==> config.mk <==
export PLATFORM = sky130hd
export DESIGN_NAME = pwm_duty_sequencer_flat
export DESIGN_NICKNAME = d
export VERILOG_FILES = /design/src/rtl/pwm_duty_sequencer_if.sv /design/src/rtl/pwm_duty_sequencer.sv /design/src/flat_wrapper.sv
export SDC_FILE = /design/constraint.sdc
export NUM_CORES = 1
export LEC_CHECK = 0
export CAP_MARGIN = 20
export CELL_PAD_IN_SITES_DETAIL_PLACEMENT = 2
export CELL_PAD_IN_SITES_GLOBAL_PLACEMENT = 2
export CORE_ASPECT_RATIO = 0.8
export CORE_MARGIN = 2
export CORE_UTILIZATION = 36
export DETAILED_ROUTE_END_ITERATION = 8
export GPL_ROUTABILITY_DRIVEN = 1
export HOLD_SLACK_MARGIN = 0.02
export PLACE_DENSITY = 0.89
export SLEW_MARGIN = 5
export SYNTH_ARGS = -nofsm -noshare
export SYNTH_HDL_FRONTEND = slang
export SYNTH_SLANG_ARGS = --single-unit
==> constraint.sdc <==
create_clock -name clk -period 6.1 [get_ports clk]
set_clock_uncertainty 0.15 [all_clocks]
set_input_delay 1.22 -clock clk [delete_from_list [all_inputs] [get_ports clk]]
set_output_delay 1.22 -clock clk [all_outputs]
set_load 0.01 [all_outputs]
==> src/rtl/pwm_duty_sequencer_if.sv <==
// Request/step-pulse bundle between a duty-step requester and the sequencer.
// The master issues target steps; the slave (sequencer) drives the pulse
// outputs and status back.
interface pwm_duty_sequencer_if;
  logic       target_valid;
  logic [3:0] target_step;
  logic       target_ready;
  logic       increase_duty;
  logic       decrease_duty;
  logic [3:0] current_step;
  logic       busy;
  logic       done;
  logic       clamped;

  modport master (
    output target_valid,
    output target_step,
    input  target_ready,
    input  increase_duty,
    input  decrease_duty,
    input  current_step,
    input  busy,
    input  done,
    input  clamped
  );

  modport slave (
    input  target_valid,
    input  target_step,
    output target_ready,
    output increase_duty,
    output decrease_duty,
    output current_step,
    output busy,
    output done,
    output clamped
  );
endinterface

==> src/rtl/pwm_duty_sequencer.sv <==
// PWM duty-step sequencer: walks the applied duty step toward a requested
// target one step at a time, emitting a fixed-width increase/decrease pulse
// per step followed by a fixed quiet gap. All outputs come straight from
// registers so nothing on the request side reaches an output in the same
// cycle.
module pwm_duty_sequencer #(
  parameter int PULSE_CYCLES = 5,
  parameter int GAP_CYCLES   = 5,
  parameter int STEP_MAX     = 10,
  parameter int INIT_STEP    = 5
) (
  input logic                 clk,
  input logic                 rst,
  pwm_duty_sequencer_if.slave bus
);

  typedef enum logic [1:0] {
    IDLE  = 2'd0,
    PULSE = 2'd1,
    GAP   = 2'd2
  } state_t;

  // Pulse and gap lengths fit in an 8-bit counter (up to 255 cycles each).
  localparam logic [7:0] PULSE_LAST = 8'(PULSE_CYCLES - 1);
  localparam logic [7:0] GAP_LAST   = 8'(GAP_CYCLES - 1);
  localparam logic [3:0] STEP_TOP   = 4'(STEP_MAX);
  localparam logic [3:0] STEP_INIT  = 4'(INIT_STEP);

  state_t     r_state;
  logic [7:0] r_cnt;
  logic [3:0] r_target;
  logic [3:0] r_step;
  logic       r_inc;
  logic       r_dec;
  logic       r_done;
  logic       r_clamped;
  logic       r_ready;
  logic       r_busy;

  logic       w_over;
  logic [3:0] w_req_target;
  logic       w_accept;
  logic       w_pulse_end;
  logic       w_gap_end;

  // Requests above the top step are clamped to it before being latched.
  assign w_over       = (bus.target_step > STEP_TOP);
  assign w_req_target = w_over ? STEP_TOP : bus.target_step;

  // Acceptance only happens while ready, which is only true in IDLE.
  assign w_accept     = bus.target_valid & r_ready;

  assign w_pulse_end  = (r_cnt == PULSE_LAST);
  assign w_gap_end    = (r_cnt == GAP_LAST);

  // Sequencer FSM with all outputs registered alongside the state.
  always_ff @(posedge clk) begin
    if (rst) begin
      r_state   <= IDLE;
      r_cnt     <= 8'd0;
      r_target  <= STEP_INIT;
      r_step    <= STEP_INIT;
      r_inc     <= 1'b0;
      r_dec     <= 1'b0;
      r_done    <= 1'b0;
      r_clamped <= 1'b0;
      r_ready   <= 1'b1;
      r_busy    <= 1'b0;
    end else begin
      // Status strobes are single-cycle unless re-asserted below.
      r_done    <= 1'b0;
      r_clamped <= 1'b0;

      case (r_state)
        IDLE: begin
          r_cnt <= 8'd0;
          if (w_accept) begin
            r_target  <= w_req_target;
            r_clamped <= w_over;
            if (w_req_target == r_step) begin
              // Already there: finish immediately without pulsing.
              r_done <= 1'b1;
            end else begin
              r_state <= PULSE;
              r_inc   <= (w_req_target > r_step);
              r_dec   <= (w_req_target < r_step);
              r_ready <= 1'b0;
              r_busy  <= 1'b1;
            end
          end
        end

        PULSE: begin
          if (w_pulse_end) begin
            // The step is committed only when the full pulse has been given.
            r_cnt   <= 8'd0;
            r_state <= GAP;
            r_inc   <= 1'b0;
            r_dec   <= 1'b0;
            if (r_inc && (r_step < STEP_TOP)) begin
              r_step <= r_step + 4'd1;
            end else if (r_dec && (r_step != 4'd0)) begin
              r_step <= r_step - 4'd1;
            end
          end else begin
            r_cnt <= r_cnt + 8'd1;
          end
        end

        GAP: begin
          if (w_gap_end) begin
            r_cnt <= 8'd0;
            if (r_step != r_target) begin
              r_state <= PULSE;
              r_inc   <= (r_target > r_step);
              r_dec   <= (r_target < r_step);
            end else begin
              // First IDLE cycle carries done and is already ready again.
              r_state <= IDLE;
              r_done  <= 1'b1;
              r_ready <= 1'b1;
              r_busy  <= 1'b0;
            end
          end else begin
            r_cnt <= r_cnt + 8'd1;
          end
        end

        default: begin
          r_state <= IDLE;
          r_cnt   <= 8'd0;
          r_inc   <= 1'b0;
          r_dec   <= 1'b0;
          r_ready <= 1'b1;
          r_busy  <= 1'b0;
        end
      endcase
    end
  end

  assign bus.target_ready  = r_ready;
  assign bus.busy          = r_busy;
  assign bus.increase_duty = r_inc;
  assign bus.decrease_duty = r_dec;
  assign bus.current_step  = r_step;
  assign bus.done          = r_done;
  assign bus.clamped       = r_clamped;

endmodule

==> src/flat_wrapper.sv <==
// flat-port wrapper written by rule: the top's interface ports become plain ports
module pwm_duty_sequencer_flat 
#(
  parameter int PULSE_CYCLES = 5,
  parameter int GAP_CYCLES   = 5,
  parameter int STEP_MAX     = 10,
  parameter int INIT_STEP    = 5
)
  (clk, rst, bus_target_valid, bus_target_step, bus_target_ready, bus_increase_duty, bus_decrease_duty, bus_current_step, bus_busy, bus_done, bus_clamped);
  pwm_duty_sequencer_if bus_i ();
  input logic clk;
  input logic rst;
  input wire logic [$bits(bus_i.target_valid)-1:0] bus_target_valid;
  input wire logic [$bits(bus_i.target_step)-1:0] bus_target_step;
  output wire logic [$bits(bus_i.target_ready)-1:0] bus_target_ready;
  output wire logic [$bits(bus_i.increase_duty)-1:0] bus_increase_duty;
  output wire logic [$bits(bus_i.decrease_duty)-1:0] bus_decrease_duty;
  output wire logic [$bits(bus_i.current_step)-1:0] bus_current_step;
  output wire logic [$bits(bus_i.busy)-1:0] bus_busy;
  output wire logic [$bits(bus_i.done)-1:0] bus_done;
  output wire logic [$bits(bus_i.clamped)-1:0] bus_clamped;
  assign bus_i.target_valid = bus_target_valid;
  assign bus_i.target_step = bus_target_step;
  assign bus_target_ready = bus_i.target_ready;
  assign bus_increase_duty = bus_i.increase_duty;
  assign bus_decrease_duty = bus_i.decrease_duty;
  assign bus_current_step = bus_i.current_step;
  assign bus_busy = bus_i.busy;
  assign bus_done = bus_i.done;
  assign bus_clamped = bus_i.clamped;
  pwm_duty_sequencer #(.PULSE_CYCLES(PULSE_CYCLES), .GAP_CYCLES(GAP_CYCLES), .STEP_MAX(STEP_MAX), .INIT_STEP(INIT_STEP)) u_core (.clk(clk), .rst(rst), .bus(bus_i));
endmodule
# Yosys cells after proc, flatten, opt, wreduce, memory -nomap -nowiden
# Index checks and enable logic that the tools add are counted.
# totals
ff_bits	24
latch_bits	0
n_memories	0
mem_bits_ro	0
mem_bits_rw	0
in_bits	7
# classes
eq_ne	11
addsub	3
muxes	35
bitwise	5
div_mod_pow	0
n_lt_le_gt_ge	6
mul	0
n_reduce_logical	13
shifts	0
# ops
cell	n
1-bit two-way mux	22
4-bit two-way mux	3
1-bit case mux with 3 select lines	4
5-bit AND reduction	2
8-bit by 1-bit adder with 8-bit output (second input constant)	1
8-bit by 3-bit == test with 1-bit output (second input constant)	1
4-bit greater-than comparator	2
4-bit < comparator	2
2-bit two-way mux	4
2-bit by 1-bit inequality test with 1-bit output (second input constant)	4
2-bit case mux with 3 select lines	1
3-bit OR reduction	2
4-bit by 1-bit adder with 4-bit output (second input constant)	1
4-bit == test	1
4-bit greater-than comparator (second input constant)	1
4-bit < comparator (second input constant)	1
2-bit inequality test (second input constant)	2
4-bit inequality test	1
1-bit NOT	4
4-bit AND reduction	1
4-bit nonzero test	1
4-bit by 1-bit subtractor with 4-bit output (second input constant)	1
3-bit AND reduction	1
2-bit by 1-bit == test with 1-bit output (second input constant)	1
other kinds (8)	9

# Longest topological paths before layout
# logic_depth
ltp_word	6
mapped_depth	8

# Worst setup path before layout
# OpenSTA, ideal clock, no wires.
# synth_path
path_type	in2reg
from	input bus_target_step[2]
to	register u_core.r_busy (netlist: u_core.bus.busy)
setup_slack_ps	3326
cell_stages	8
setup_ps	116
arrival_ps	2508
path_cell_list	o21ai_0 nand2_1 ha_1 nand4_1 a31o_2 o211ai_1 nor3_1 a31o_2
# synth_via
elab_chain_len	5
# synth_rtl
item	line	source
start: declaration	flat_wrapper.sv:14	input wire logic [$bits(bus_i.target_step)-1:0] bus_target_step;
4-bit greater-than comparator	pwm_duty_sequencer.sv:47	assign w_over = (bus.target_step > STEP_TOP);
4-bit two-way mux *	pwm_duty_sequencer.sv:48	assign w_req_target = w_over ? STEP_TOP : bus.target_step;
4-bit == test *	pwm_duty_sequencer.sv:80	if (w_req_target == r_step) begin
2-bit inequality test (no line) *	--	
5-bit AND reduction (no line) *	--	
end signal: assignment	pwm_duty_sequencer.sv:68	r_busy <= 1'b0;
end signal: assignment	pwm_duty_sequencer.sv:88	r_busy <= 1'b1;
end signal: assignment	pwm_duty_sequencer.sv:122	r_busy <= 1'b0;
end: declaration	pwm_duty_sequencer.sv:38	logic r_busy;
# Every way passes the cells marked *; elsewhere a longest branch is shown, timed or not.
# A chain may end at the register's enable or synchronous reset.

# Worst setup path after layout
# layout_path
from	input bus_target_step[2]
to	register u_core.r_inc (netlist: u_core.bus.increase_duty)
# layout_via
elab_chain_len	6
word_cells_on_any_way	9
cone_classes	2 x order compare; 2 x eq/ne; 4 x mux; 1 x reduce/logical
# layout_rtl
item	line	source
4-bit greater-than comparator	pwm_duty_sequencer.sv:47	
4-bit two-way mux *	pwm_duty_sequencer.sv:48	
named net u_core.w_req_target[2]	pwm_duty_sequencer.sv:41	logic [3:0] w_req_target;
4-bit greater-than comparator	pwm_duty_sequencer.sv:85	r_inc <= (w_req_target > r_step);
1-bit two-way mux	pwm_duty_sequencer.sv:80	
1-bit two-way mux	pwm_duty_sequencer.sv:77	if (w_accept) begin
1-bit case mux with 3 select lines	pwm_duty_sequencer.sv:74	case (r_state)
end signal: assignment	pwm_duty_sequencer.sv:85	
end signal: assignment	pwm_duty_sequencer.sv:115	r_inc <= (r_target > r_step);
end: declaration	pwm_duty_sequencer.sv:33	logic r_inc;
# Mark *: on every way through the listed nets, which the timed path passes. The rest lies on a longest branch. The select of a mux whose other input is x is not followed.

==> results.json <==
{
  "outcome": "completed",
  "power.total_uw": 600,
  "clockBufferDepth": 2,
  "max-cap-violations": 0,
  "grt_pass1_vias": 1274,
  "cts_root_buf": "clkbuf_8",
  "die_h_um": 59.7,
  "grt_pass1_wl_um": 6680,
  "grt_antenna_before_repair": 0,
  "yosys_warnings": 0,
  "num_rows": 20,
  "rsz0062_at_grt": "false",
  "io_buffer_count": 16,
  "cts_resized": 0,
  "synthFlopType": "dfxtp_1",
  "drt-total-wl_um": 3980,
  "vias": 1190,
  "synth_cells": 153,
  "grt_max_degree": 15,
  "finalSetupTns_ns": 0,
  "cp-start-kind": "input pin",
  "nFillCells": 403,
  "drc": 0,
  "dp_hpwl_um": 3230,
  "r2r_slack_ns": 3.82,
  "yosysTopAreaCell": "dfxtp_1",
  "end_kind": "register",
  "cts_tree": "yes",
  "setup_violations": 0,
  "fmax_mhz": 312,
  "hold_violations": 0,
  "grt_overflow": 0,
  "drtAntennaViolNets": 0,
  "netlist.area_leader.share_pct": 34.4,
  "required_ns": 6.11,
  "hp-class": "register to register",
  "timing.slew.headroom_pct": 61.0,
  "worst_skew_pair.late_latency_ns": 0.26,
  "period_needed_ns": 3.21,
  "dpl_cell_area_um2": 1600,
  "die_x_um": 73.6,
  "htreeDepth": 1,
  "drt-initial-drc-count": 16,
  "insertedDiodeCount": 0,
  "via_per_inst": 5.53,
  "synth.distinct_cells": 36,
  "whs_path_depth": 1,
  "nets": 197,
  "worstSetupPathType": "input pin to register",
  "layout-drive-gt1-share_pct": 7.60,
  "initial_core_util_pct": 37.2,
  "synth_edf_count": 0,
  "syn_area_um2": 1400,
  "ctsHoldBuffers": 0,
  "ys_seq_area_share_pct": 34.4,
  "post_drt_wl_per_cell_um": 18.5,
  "core_area_um2": 3750,
  "die_area_um2": 4390,
  "ios": 17,
  "p_leak_uw": 0.000682,
  "ys_seq_elements": 24,
  "tightest_slew_ns": 0.584,
  "gp_congestion": 0.846,
  "clock-sinks": 24,
  "r2r-end": "u_core.bus.current_step[3]",
  "ir_worst_vdd_mv": 0.132,
  "path_clk_slew_ns": 0.08,
  "syn_avg_cell_area_um2": 9.12,
  "synth_common_cells": "dfxtp_1 (24), nor2_1 (20), ha_1 (17), inv_1 (12), a21oi_1 (8)",
  "cp_max_fo": 4,
  "areaGrowthSynthToFinish_pct": 18.8,
  "post-route-util_pct": 44.2,
  "cts_setup_buffers": 0,
  "reg2reg_from": "u_core.bus.current_step[1]",
  "worstPathArrival_ns": 3.22,
  "yosysMostFrequentCell": "dfxtp_1",
  "fin_crit_sh_pct": 52.6,
  "stdcell_area_um2": 1660,
  "grt_usage_pct": 20.2,
  "report.final.slew_viol_count": 0,
  "power_density_nw_per_um2": 362,
  "holdCritStartpoint": "u_core.bus.busy",
  "dr.pass1.iters": 2,
  "syn_nets": 178,
  "numCtsBuffers": 3,
  "holdPathEnd": "u_core.bus.busy",
  "synthTopCellsByArea": "dfxtp_1 (34%), ha_1 (15%), nor2_1 (5.4%), xor2_1 (3.8%), mux2i_1 (3.6%)",
  "ff2ff_path_depth": 8,
  "async_flop_share_pct": 0
}
[power by group]
| group | switching [µW] | internal (µW) | total, µW |
|---|---|---|---|
| sequential | 31.6 | 185 | 217 |
| clock | 49.7 | 57.6 | 107 |
| combinational | 155 | 121 | 276 |
[routing by layer]
layer | GRT usage (%) | part of all wire (%) | up-vias
met2 | 36.1 | 49 | 12
met3 | 2.19 | 2.0 | 4
met5 | 0 | 0 | -
met1 | 26.4 | 48 | 596
met4 | 3.90 | 0.65 | 0
li1 | - | - | 578
[metrics by stage]
stage                     instances  hold slack [ns]  setup slack, ns
after floorplan                 153            0.299             3.33
after global placement          211            0.323             2.73
after detailed placement        211            0.334             2.63
after CTS                       215            0.356             2.88
after global routing            215            0.403             2.71
final                           215            0.356             2.89
[critical path, stage by stage]
cell and delay [ns]:
clkdlybuf4s50_1 0.51, nor2b_1 0.23, ha_1 0.29, nand4_1 0.18, a31oi_1 0.14, nor3_2 0.31
nor2_1 0.07, a211oi_1 0.26
[cells by family after synthesis]
logic type / synth area share (%)
xor gates and xnor gates: 5.65
and+or+nand+nor: 20.2
AOI/OAI and AO/OA: 15.7
buffers and inverters: 3.77
DFF: 34.4
muxes: 3.59
adders and majority gates: 16.7
[worst max path at each step]
stage,start,depth (start not counted),to,slack (ns)
finish,bus_target_step[2],8,u_core.bus.increase_duty,2.89
global route,bus_target_step[2],8,u_core.bus.increase_duty,2.71
floorplan,bus_target_step[2],8,u_core.bus.busy,3.33
detailed placement,bus_target_step[2],9,u_core.r_state[1],2.63
CTS,bus_target_step[2],8,u_core.bus.increase_duty,2.88
global placement,bus_target_step[2],8,u_core.r_state[0],2.73
[layout make-up]
cell class,count,area [µm²],share of cell area (%)
multi-input cells,115,862,52.0
flip-flops and latches,24,480,29.0
repair buffers,16,160,9.66
clock buffers,4,55.1,3.32
well taps,44,55.1,3.32
inverters,12,45.0,2.72
[flip-flops by register name, indices dropped and copies added (netlist names), 2 cells and up]
register and flops:
u_core.r_target 4, u_core.bus.current_step 4, u_core.r_state 2, u_core.r_cnt 8
[layout by cell type, fill, tap and decap left out, types with 2 or more instances in the layout]
cell / netlist / layout
o21ai_0: 3 / 3
ha_1: 17 / 17
nand3_1: 7 / 7
inv_1: 12 / 12
xor2_1: 6 / 6
a21oi_2: 2 / 2
a21oi_1: 8 / 8
mux2i_1: 5 / 5
nor2_1: 20 / 20
and3_1: 2 / 2
xnor2_1: 3 / 3
a211oi_1: 4 / 4
nand4_1: 2 / 2
clkdlybuf4s50_1: 0 / 16
nand2_1: 7 / 7
a31o_2: 2 / 2
o211ai_1: 4 / 4
nor2b_1: 2 / 2
clkbuf_8: 0 / 4
dfxtp_1: 24 / 24
a21o_1: 4 / 4
a31oi_1: 2 / 2
Power figures use the tool's default switching activity.
